### config.mk
export PLATFORM = sky130hd
export DESIGN_NAME = pixel_scan_timer
export DESIGN_NICKNAME = d
export VERILOG_FILES = /design/src/rtl/pixel_scan_timer.sv
export SDC_FILE = /design/constraint.sdc
export NUM_CORES = 1
export LEC_CHECK = 0
export CORE_AREA = 2 2 84 78
export DETAILED_ROUTE_END_ITERATION = 8
export DIE_AREA = 0 0 86 80
export HOLD_SLACK_MARGIN = 0.08
export PLACE_DENSITY = 0.73
export RECOVER_POWER = 25
export SYNTH_ARGS = -nofsm -noshare
export SYNTH_HDL_FRONTEND = slang
export SYNTH_SLANG_ARGS = --single-unit
### constraint.sdc
create_clock -name clk -period 2.2 [get_ports clk]
set_input_delay 0.33 -clock clk [delete_from_list [all_inputs] [get_ports clk]]
set_output_delay 0.33 -clock clk [all_outputs]
set_load 0.02 [all_outputs]
### src/rtl/pixel_scan_timer.sv
// Pixel scan timer: recovers one pixel tick per edge of the divider's toggle flag and runs
// the horizontal/vertical scan timing (syncs, active video, coordinates, line/frame strobes).
module pixel_scan_timer #(
    parameter int unsigned H_ACTIVE = 640,
    parameter int unsigned H_FP     = 16,
    parameter int unsigned H_SYNC   = 96,
    parameter int unsigned H_BP     = 48,
    parameter int unsigned V_ACTIVE = 480,
    parameter int unsigned V_FP     = 10,
    parameter int unsigned V_SYNC   = 2,
    parameter int unsigned V_BP     = 33,
    parameter int unsigned CNT_W    = 10
) (
    input  logic             clk,
    input  logic             n_rst,
    input  logic             enable,
    input  logic             pixel_toggle,
    output logic             hsync,
    output logic             vsync,
    output logic             active_video,
    output logic [CNT_W-1:0] x,
    output logic [CNT_W-1:0] y,
    output logic             line_start,
    output logic             frame_start
);

    typedef enum logic [2:0] {StIdle, StHAct, StHFp, StHSync, StHBp} h_state_e;
    typedef enum logic [1:0] {StVAct, StVFp, StVSync, StVBp} v_state_e;

    h_state_e         h_state_q, h_state_d;
    v_state_e         v_state_q, v_state_d;
    logic [CNT_W-1:0] h_cnt_q, h_cnt_d;
    logic [CNT_W-1:0] v_cnt_q, v_cnt_d;
    logic [CNT_W-1:0] h_last, v_last;
    logic             toggle_q;
    logic             tick;
    logic             act_d, line_start_d, frame_start_d;

    assign tick = enable & (pixel_toggle != toggle_q);

    // Last counter value of the current region; the region ends on the tick at this value.
    always_comb begin
        h_last = '0;
        unique case (h_state_q)
            StHAct:  h_last = CNT_W'(H_ACTIVE - 1);
            StHFp:   h_last = CNT_W'(H_FP - 1);
            StHSync: h_last = CNT_W'(H_SYNC - 1);
            StHBp:   h_last = CNT_W'(H_BP - 1);
            default: h_last = '0;
        endcase
    end

    always_comb begin
        v_last = '0;
        unique case (v_state_q)
            StVAct:  v_last = CNT_W'(V_ACTIVE - 1);
            StVFp:   v_last = CNT_W'(V_FP - 1);
            StVSync: v_last = CNT_W'(V_SYNC - 1);
            StVBp:   v_last = CNT_W'(V_BP - 1);
            default: v_last = '0;
        endcase
    end

    // Position after the next tick; only committed when tick is high.
    always_comb begin
        h_state_d = h_state_q;
        h_cnt_d   = h_cnt_q;
        v_state_d = v_state_q;
        v_cnt_d   = v_cnt_q;
        if (h_state_q == StIdle) begin
            h_state_d = StHAct;
            h_cnt_d   = '0;
            v_state_d = StVAct;
            v_cnt_d   = '0;
        end else if (h_cnt_q != h_last) begin
            h_cnt_d = h_cnt_q + 1'b1;
        end else begin
            h_cnt_d = '0;
            unique case (h_state_q)
                StHAct:  h_state_d = StHFp;
                StHFp:   h_state_d = StHSync;
                StHSync: h_state_d = StHBp;
                StHBp:   h_state_d = StHAct;
                default: h_state_d = StIdle;
            endcase
            // The vertical machine steps on the H_BP -> H_ACT tick, aligning vsync to line start.
            if (h_state_q == StHBp) begin
                if (v_cnt_q != v_last) begin
                    v_cnt_d = v_cnt_q + 1'b1;
                end else begin
                    v_cnt_d = '0;
                    unique case (v_state_q)
                        StVAct:  v_state_d = StVFp;
                        StVFp:   v_state_d = StVSync;
                        StVSync: v_state_d = StVBp;
                        StVBp:   v_state_d = StVAct;
                        default: v_state_d = StVAct;
                    endcase
                end
            end
        end
    end

    assign act_d         = (h_state_d == StHAct) && (v_state_d == StVAct);
    assign line_start_d  = act_d && (h_cnt_d == '0);
    assign frame_start_d = line_start_d && (v_cnt_d == '0);

    always_ff @(posedge clk) begin
        if (!n_rst) begin
            toggle_q     <= 1'b0;
            h_state_q    <= StIdle;
            v_state_q    <= StVAct;
            h_cnt_q      <= '0;
            v_cnt_q      <= '0;
            hsync        <= 1'b1;
            vsync        <= 1'b1;
            active_video <= 1'b0;
            x            <= '0;
            y            <= '0;
            line_start   <= 1'b0;
            frame_start  <= 1'b0;
        end else begin
            // Tracks even while disabled so re-enabling never sees a stale edge.
            toggle_q    <= pixel_toggle;
            line_start  <= 1'b0;
            frame_start <= 1'b0;
            if (tick) begin
                h_state_q    <= h_state_d;
                v_state_q    <= v_state_d;
                h_cnt_q      <= h_cnt_d;
                v_cnt_q      <= v_cnt_d;
                hsync        <= (h_state_d != StHSync);
                vsync        <= (v_state_d != StVSync);
                active_video <= act_d;
                x            <= act_d ? h_cnt_d : '0;
                y            <= act_d ? v_cnt_d : '0;
                line_start   <= line_start_d;
                frame_start  <= frame_start_d;
            end
        end
    end

endmodule

# Word-level counts from Yosys, hierarchy flattened
# Cells that the tools add are included.
# W data, S select, Z words.
dict set report word_totals {
  regBits 51
  input_bits 4
  output_inout_bits 25
  word_cells 55
}
dict set report op_classes {
  addsub 2
  n_eq_ne 13
  muxes 18
  bitwise 1
  n_reduce_logical 9
}
# op count
set op_table {}
lappend op_table {{$mux W10} 8}
lappend op_table {{$pmux W10 S4} 2}
lappend op_table {{$add A10 B1 Y10 const B} 2}
lappend op_table {{$logic_not A10 Y1} 2}
lappend op_table {{$ne A10 B10 Y1} 2}
lappend op_table {{$pmux W3 S4} 1}
lappend op_table {{$mux W2} 4}
lappend op_table {{$pmux W2 S4} 1}
lappend op_table {{$eq A3 B1 Y1 const B} 2}
lappend op_table {{$eq A3 B2 Y1 const B} 2}
lappend op_table {{$mux W3} 2}
lappend op_table {{$eq A2 B2 Y1 const B} 2}
lappend op_table {{$logic_not A2 Y1} 2}
lappend op_table {{$eq A3 B3 Y1 const B} 1}
lappend op_table {{$logic_and A1 B1 Y1} 3}
lappend op_table {{$logic_not A3 Y1} 1}
lappend op_table {{$ne A3 B2 Y1 const B} 1}
lappend op_table {{$eq A2 B1 Y1 const B} 1}
lappend op_table {{$ne A2 B2 Y1 const B} 1}
lappend op_table {{$reduce_and A2 Y1} 1}
lappend op_table {{$and A1 B1 Y1} 1}
lappend op_table {{$ne A1 B1 Y1} 1}

# Longest topological paths before layout
dict set report depth {
  depth_word 11
  ltp_mapped 10
  ltp_nobuf 9
}

# Least setup slack after synthesis
# No wires, ideal clock.
dict set report synth_path {
  kind {flip-flop to flip-flop}
  start {register v_state_q[0]}
  end {register y[4]}
  setup_time_ns 0.085
  t_arrival_ns 2.270
  required_time_ns 2.115
  setup_slack_ns -0.155
  stages_incl_launch_ff 10
  n_path_buf 0
  period_less_slack_ns 2.355
  cell_sequence {dfxtp_1 -> inv_1 -> ha_1 -> nor2_1 -> nand3_1 -> a2111oi_4 -> nand3_1 -> a31oi_4 -> nand4_4 -> o31ai_2}
}
dict set report synth_via {
  elab_chain_cells 10
  word_cells_on_any_way 18
  cone_classes {4 x eq/ne; 11 x mux; 3 x reduce/logical}
}
# element line_no
set synth_rtl {}
lappend synth_rtl {{start: declaration} 31} ;# v_state_e v_state_q, v_state_d;
lappend synth_rtl {{start signal: assignment} 112} ;# v_state_q <= StVAct;
lappend synth_rtl {{start signal: assignment} 129} ;# v_state_q <= v_state_d;
lappend synth_rtl {{$eq A2 B2 Y1 (tied with other cells)} {55, 92}}
lappend synth_rtl {{$pmux W10 S4} 55} ;# unique case (v_state_q)
lappend synth_rtl {{$ne A10 B10 Y1} 88} ;# if (v_cnt_q != v_last) begin
lappend synth_rtl {{$mux W2} 88}
lappend synth_rtl {{$mux W2} 87} ;# if (h_state_q == StHBp) begin
lappend synth_rtl {{$mux W2} 75} ;# end else if (h_cnt_q != h_last) begin
lappend synth_rtl {{$mux W2} 70} ;# if (h_state_q == StIdle) begin
lappend synth_rtl {{$logic_not A2 Y1} 104} ;# assign act_d = (h_state_d == StHAct) && (v_state_d == StVAct);
lappend synth_rtl {{$logic_and A1 B1 Y1} 104}
lappend synth_rtl {{$mux W10 *} 136} ;# y <= act_d ? v_cnt_d : '0;
lappend synth_rtl {{end signal: assignment} 136}
lappend synth_rtl {{end: declaration} 22} ;# output logic [CNT_W-1:0] y,
# Every way passes the cells marked *; elsewhere a longest branch is shown, timed or not. The select of a mux whose other input is x is not followed.
# A chain may end at the register's enable or synchronous reset.

# Final worst setup path
dict set report layout_path {
  start {register v_cnt_q[0]}
  end {register y[4]}
}
dict set report layout_via {
  elab_chain_cells 8
  word_cells_on_any_way 13
  cone_classes {1 x add/sub; 1 x eq/ne; 9 x mux; 2 x reduce/logical}
}
# element line_no
set layout_rtl {}
lappend layout_rtl {{start: declaration} 33} ;# logic [CNT_W-1:0] v_cnt_q, v_cnt_d;
lappend layout_rtl {{start signal: assignment} 131} ;# v_cnt_q <= v_cnt_d;
lappend layout_rtl {{parallel branches: the longest is 7 deep, another holds $add A10 B1 Y10} --}
lappend layout_rtl {{$mux W10 *} 136}
# Mark *: on every way between the ends.

==> reports/metrics.cfg <==
[global_routing]
grtUsageTotal_pct=26.2
grt_pass1_wl_um=14200
overflow=0
grt_max_degree=26
grt_pass1_vias=2884
antenna_found_initial=0

[yosys]
synthTopCellsByArea=dfxtp_1 (35%), nand2_1 (6.4%), o21ai_0 (4.4%), a21oi_1 (3.6%), nor2_1 (3.6%)
synthFlopType=dfxtp_1
ys_types=59
syn_avg_cell_area_um2=8.16
ys_warn_count=0
yosysSeqAreaShare_pct=34.7
ys_seq_elements=51
synth_edf_count=0
yosys.area.top_type=dfxtp_1
synthCells=361
syn-num-nets=371
syn_area_um2=2950
synth_top_area_share_pct=34.7
postSynth.asyncResetShare_pct=0

[sta]
setup_viol=42
fin_ws_ns=-0.363
grt_setup_unrepaired=yes
hold_ws_ns=0.445
worst_slew_pin_slew_ns=1.23
period_needed_ns=2.56
relSlewSlack_pct=17.4
slew_violations=0
fmaxAchievable_mhz=390
final.setup.tns_ns=-8.41
period_share_pct=117
finClkSkew_ns=0.0148
hold_violations=0

[clock_network]
cts_root_buf=clkbuf_8
cts_inserted_buffers=5
clk-insertion-delay-late_ns=0.32
cts_max_level=2
cts_tree=built
clock-sinks=51
cts_buffer_depth=2
clkSlewWorstSetupHoldPaths_ns=0.11
holdBufCountCts=0

[layout]
layout-drive-gt1-share_pct=38.1
finalNetCount=474
area_delta_synth_final_pct=51.0
diodes=0
final_area_um2=4450

[worst_setup_path]
end_kind=flip-flop
regToRegEndpoint=y[4]
r2r_slack_ns=-0.36
critPathKind=reg -> reg
worstReg2RegStart=v_cnt_q[0]
arrival_ns=2.79
start_kind=flip-flop
cp.required_ns=2.43
ff2ff_path_depth=10
crit_path_max_fanout=7

[job]
drv_cap=0

[floorplan]
start_util_pct=49.3
rows=27
num_io_pins=29
die_width_um=86
core_um2=5980
die_h_um=80
die_area_um2=6880

[route]
via_per_inst=6.36
dr.first_iter.drc_count=583
vias=3418
wl_per_cell_um=20.2
drc_errors=0
drtPass1Iterations=6
ant_nets=0
wl_um=10900

[placement]
place_area_um2=3800
port_buffers=28
gp_congestion=0.909
dpl.hpwl_um=6070
pre_cts_slack_ns=-0.241

[pwr]
swShare_pct=32.2
seqPwrFrac_pct=42.5
power_frac_clock_pct=30.9
p_sw_uw=719
total_power_mw=2.24
comb_power_share_pct=26.6
peakVddDrop_uv=443
p_int_mw=1.52
cellLeakagePower_nw=1.66
p_per_area_nw_per_um2=503

[outcome]
violations=negative setup slack
status=finished, violations left

[hold_path]
min_path_type=reg -> reg
hp-start=y[3]
hold_depth=2
whs_endpoint=y[3]

-- cells in the mapped netlist, types with 2 or more instances --
master     number
nor3_1          7
clkbuf_1       16
a211o_1         2
nor4_1          4
a31oi_4         2
inv_1           9
a21oi_1        21
or2_1           2
o211ai_1        5
o21ai_0        26
nand4_2         2
a22oi_1         2
a31oi_1         4
and4_1          4
mux2_2          2
o31ai_2         5
buf_2           6
xnor2_1        11
and2_1          5
nor3b_1         3
nor2_1         28
nand3_1        19
ha_1            6
o21a_1          5
and3_1          6
nand3b_1        4
mux2i_1         2
a2111oi_4       2
nor2b_1         2
nand2_1        50
o31ai_1         2
nand4_1         6
xor2_1          9
dfxtp_1        51
o31a_1          2
or3_1           5
or4_1           2
-- worst max-delay path, cell delays in order, from the launching register on --
cell	delay, ns
dfxtp_1	0.49
buf_4	0.18
and3b_1	0.18
a21oi_2	0.18
a2111oi_4	0.08
buf_4	0.16
buf_6	0.12
and3_4	0.17
a31oi_4	0.35
nand4_4	0.25
o31ai_2	0.30
-- how the worst max path moves through the flow --
| stage | startpoint | end | slack (ns) | cells past startpoint |
|---|---|---|---|---|
| final | v_cnt_q[0] | y[4] | -0.36 | 10 |
| after global routing | v_state_q[1] | y[4] | -0.44 | 10 |
| after CTS | h_cnt_q[0] | frame_start | -0.20 | 7 |
| after detailed placement | pixel_toggle | y[7] | -0.24 | 6 |
| after global placement | h_cnt_q[0] | v_cnt_q[6] | -0.15 | 6 |
| after floorplan | v_state_q[1] | y[4] | -0.02 | 9 |
-- timing repair --
item / 4_1_cts / 5_1_grt
gates cloned: 1 / 0
gates resized for setup: 54 / 46
setup endpoints to repair: 38 / 43
buffers inserted: 9 / 11
pin swaps: 25 / 17
-- layer usage --
metal  GRT usage, %  wire length, µm
met2           42.4             4930
met4           7.94              593
met5              0                0
met1           35.1             4210
met3           4.96             1120
-- logic make-up after synthesis --
family | count (synthesis) | synth area share, %
compound gates | 90 | 22.8
xor+xnor | 20 | 5.95
fa+ha+maj | 6 | 2.55
buf+inv | 33 | 4.59
flops | 51 | 34.7
mux | 4 | 1.44
simple gates | 157 | 28.0
-- final cells by class --
class	instances	area (µm²)
clock buffers	5	68.8
clock inverters	3	47.5
fillers	366	1530
inverters	10	42.5
multi-input cells	278	2160
flip-flops and latches	51	1040
well taps	72	90.1
repair buffers	118	1010
-- stage by stage --
| step | std cells | utilization [%] |
|---|---|---|
| CTS | 527 | 69.4 |
| global placement | 509 | 63.6 |
| global route | 537 | 74.4 |
| detailed placement | 509 | 63.6 |
| floorplan | 361 | - |
| finish | 537 | 74.4 |
-- sequential cells by signal, indices dropped and copies added (netlist names) --
| signal | flops |
|---|---|
| v_cnt_q | 10 |
| v_state_q | 2 |
| x | 10 |
| vsync | 1 |
| toggle_q | 1 |
| active_video | 1 |
| y | 10 |
| hsync | 1 |
| h_cnt_q | 10 |
| h_state_q | 3 |
| frame_start | 1 |
| line_start | 1 |
-- layout by cell type (no fill, tap or decap), drive strengths merged, types with 3 or more instances in the layout --
cell and n:
a31oi 6, clkdlybuf4s50 21, and3 6, and4 4
ha 6, xnor2 11, nand3b 5, nor3b 3
o211ai 5, nand4 10, dfxtp 51, o21a 5
nor4 5, nand2 50, clkbuf 5, or3 5
nor3 8, and2 5, a21oi 22, inv 10
o21ai 27, xor2 9, nand3 19, nor2 28
buf 90, o31ai 7, dlygate4sd3 7
-- power by group through the flow --
stage / combinational [mW] / clock, mW / sequential, mW
2_1_floorplan: 0.255 / 0 / 0.979
3_3_place_gp: 0.432 / 0 / 0.970
3_5_place_dp: 0.441 / 0 / 0.971
4_1_cts: 0.493 / 0.696 / 0.949
5_1_grt: 0.621 / 0.727 / 0.952
6_report: 0.596 / 0.691 / 0.950
Note: power is estimated with default switching activity, not from simulation.
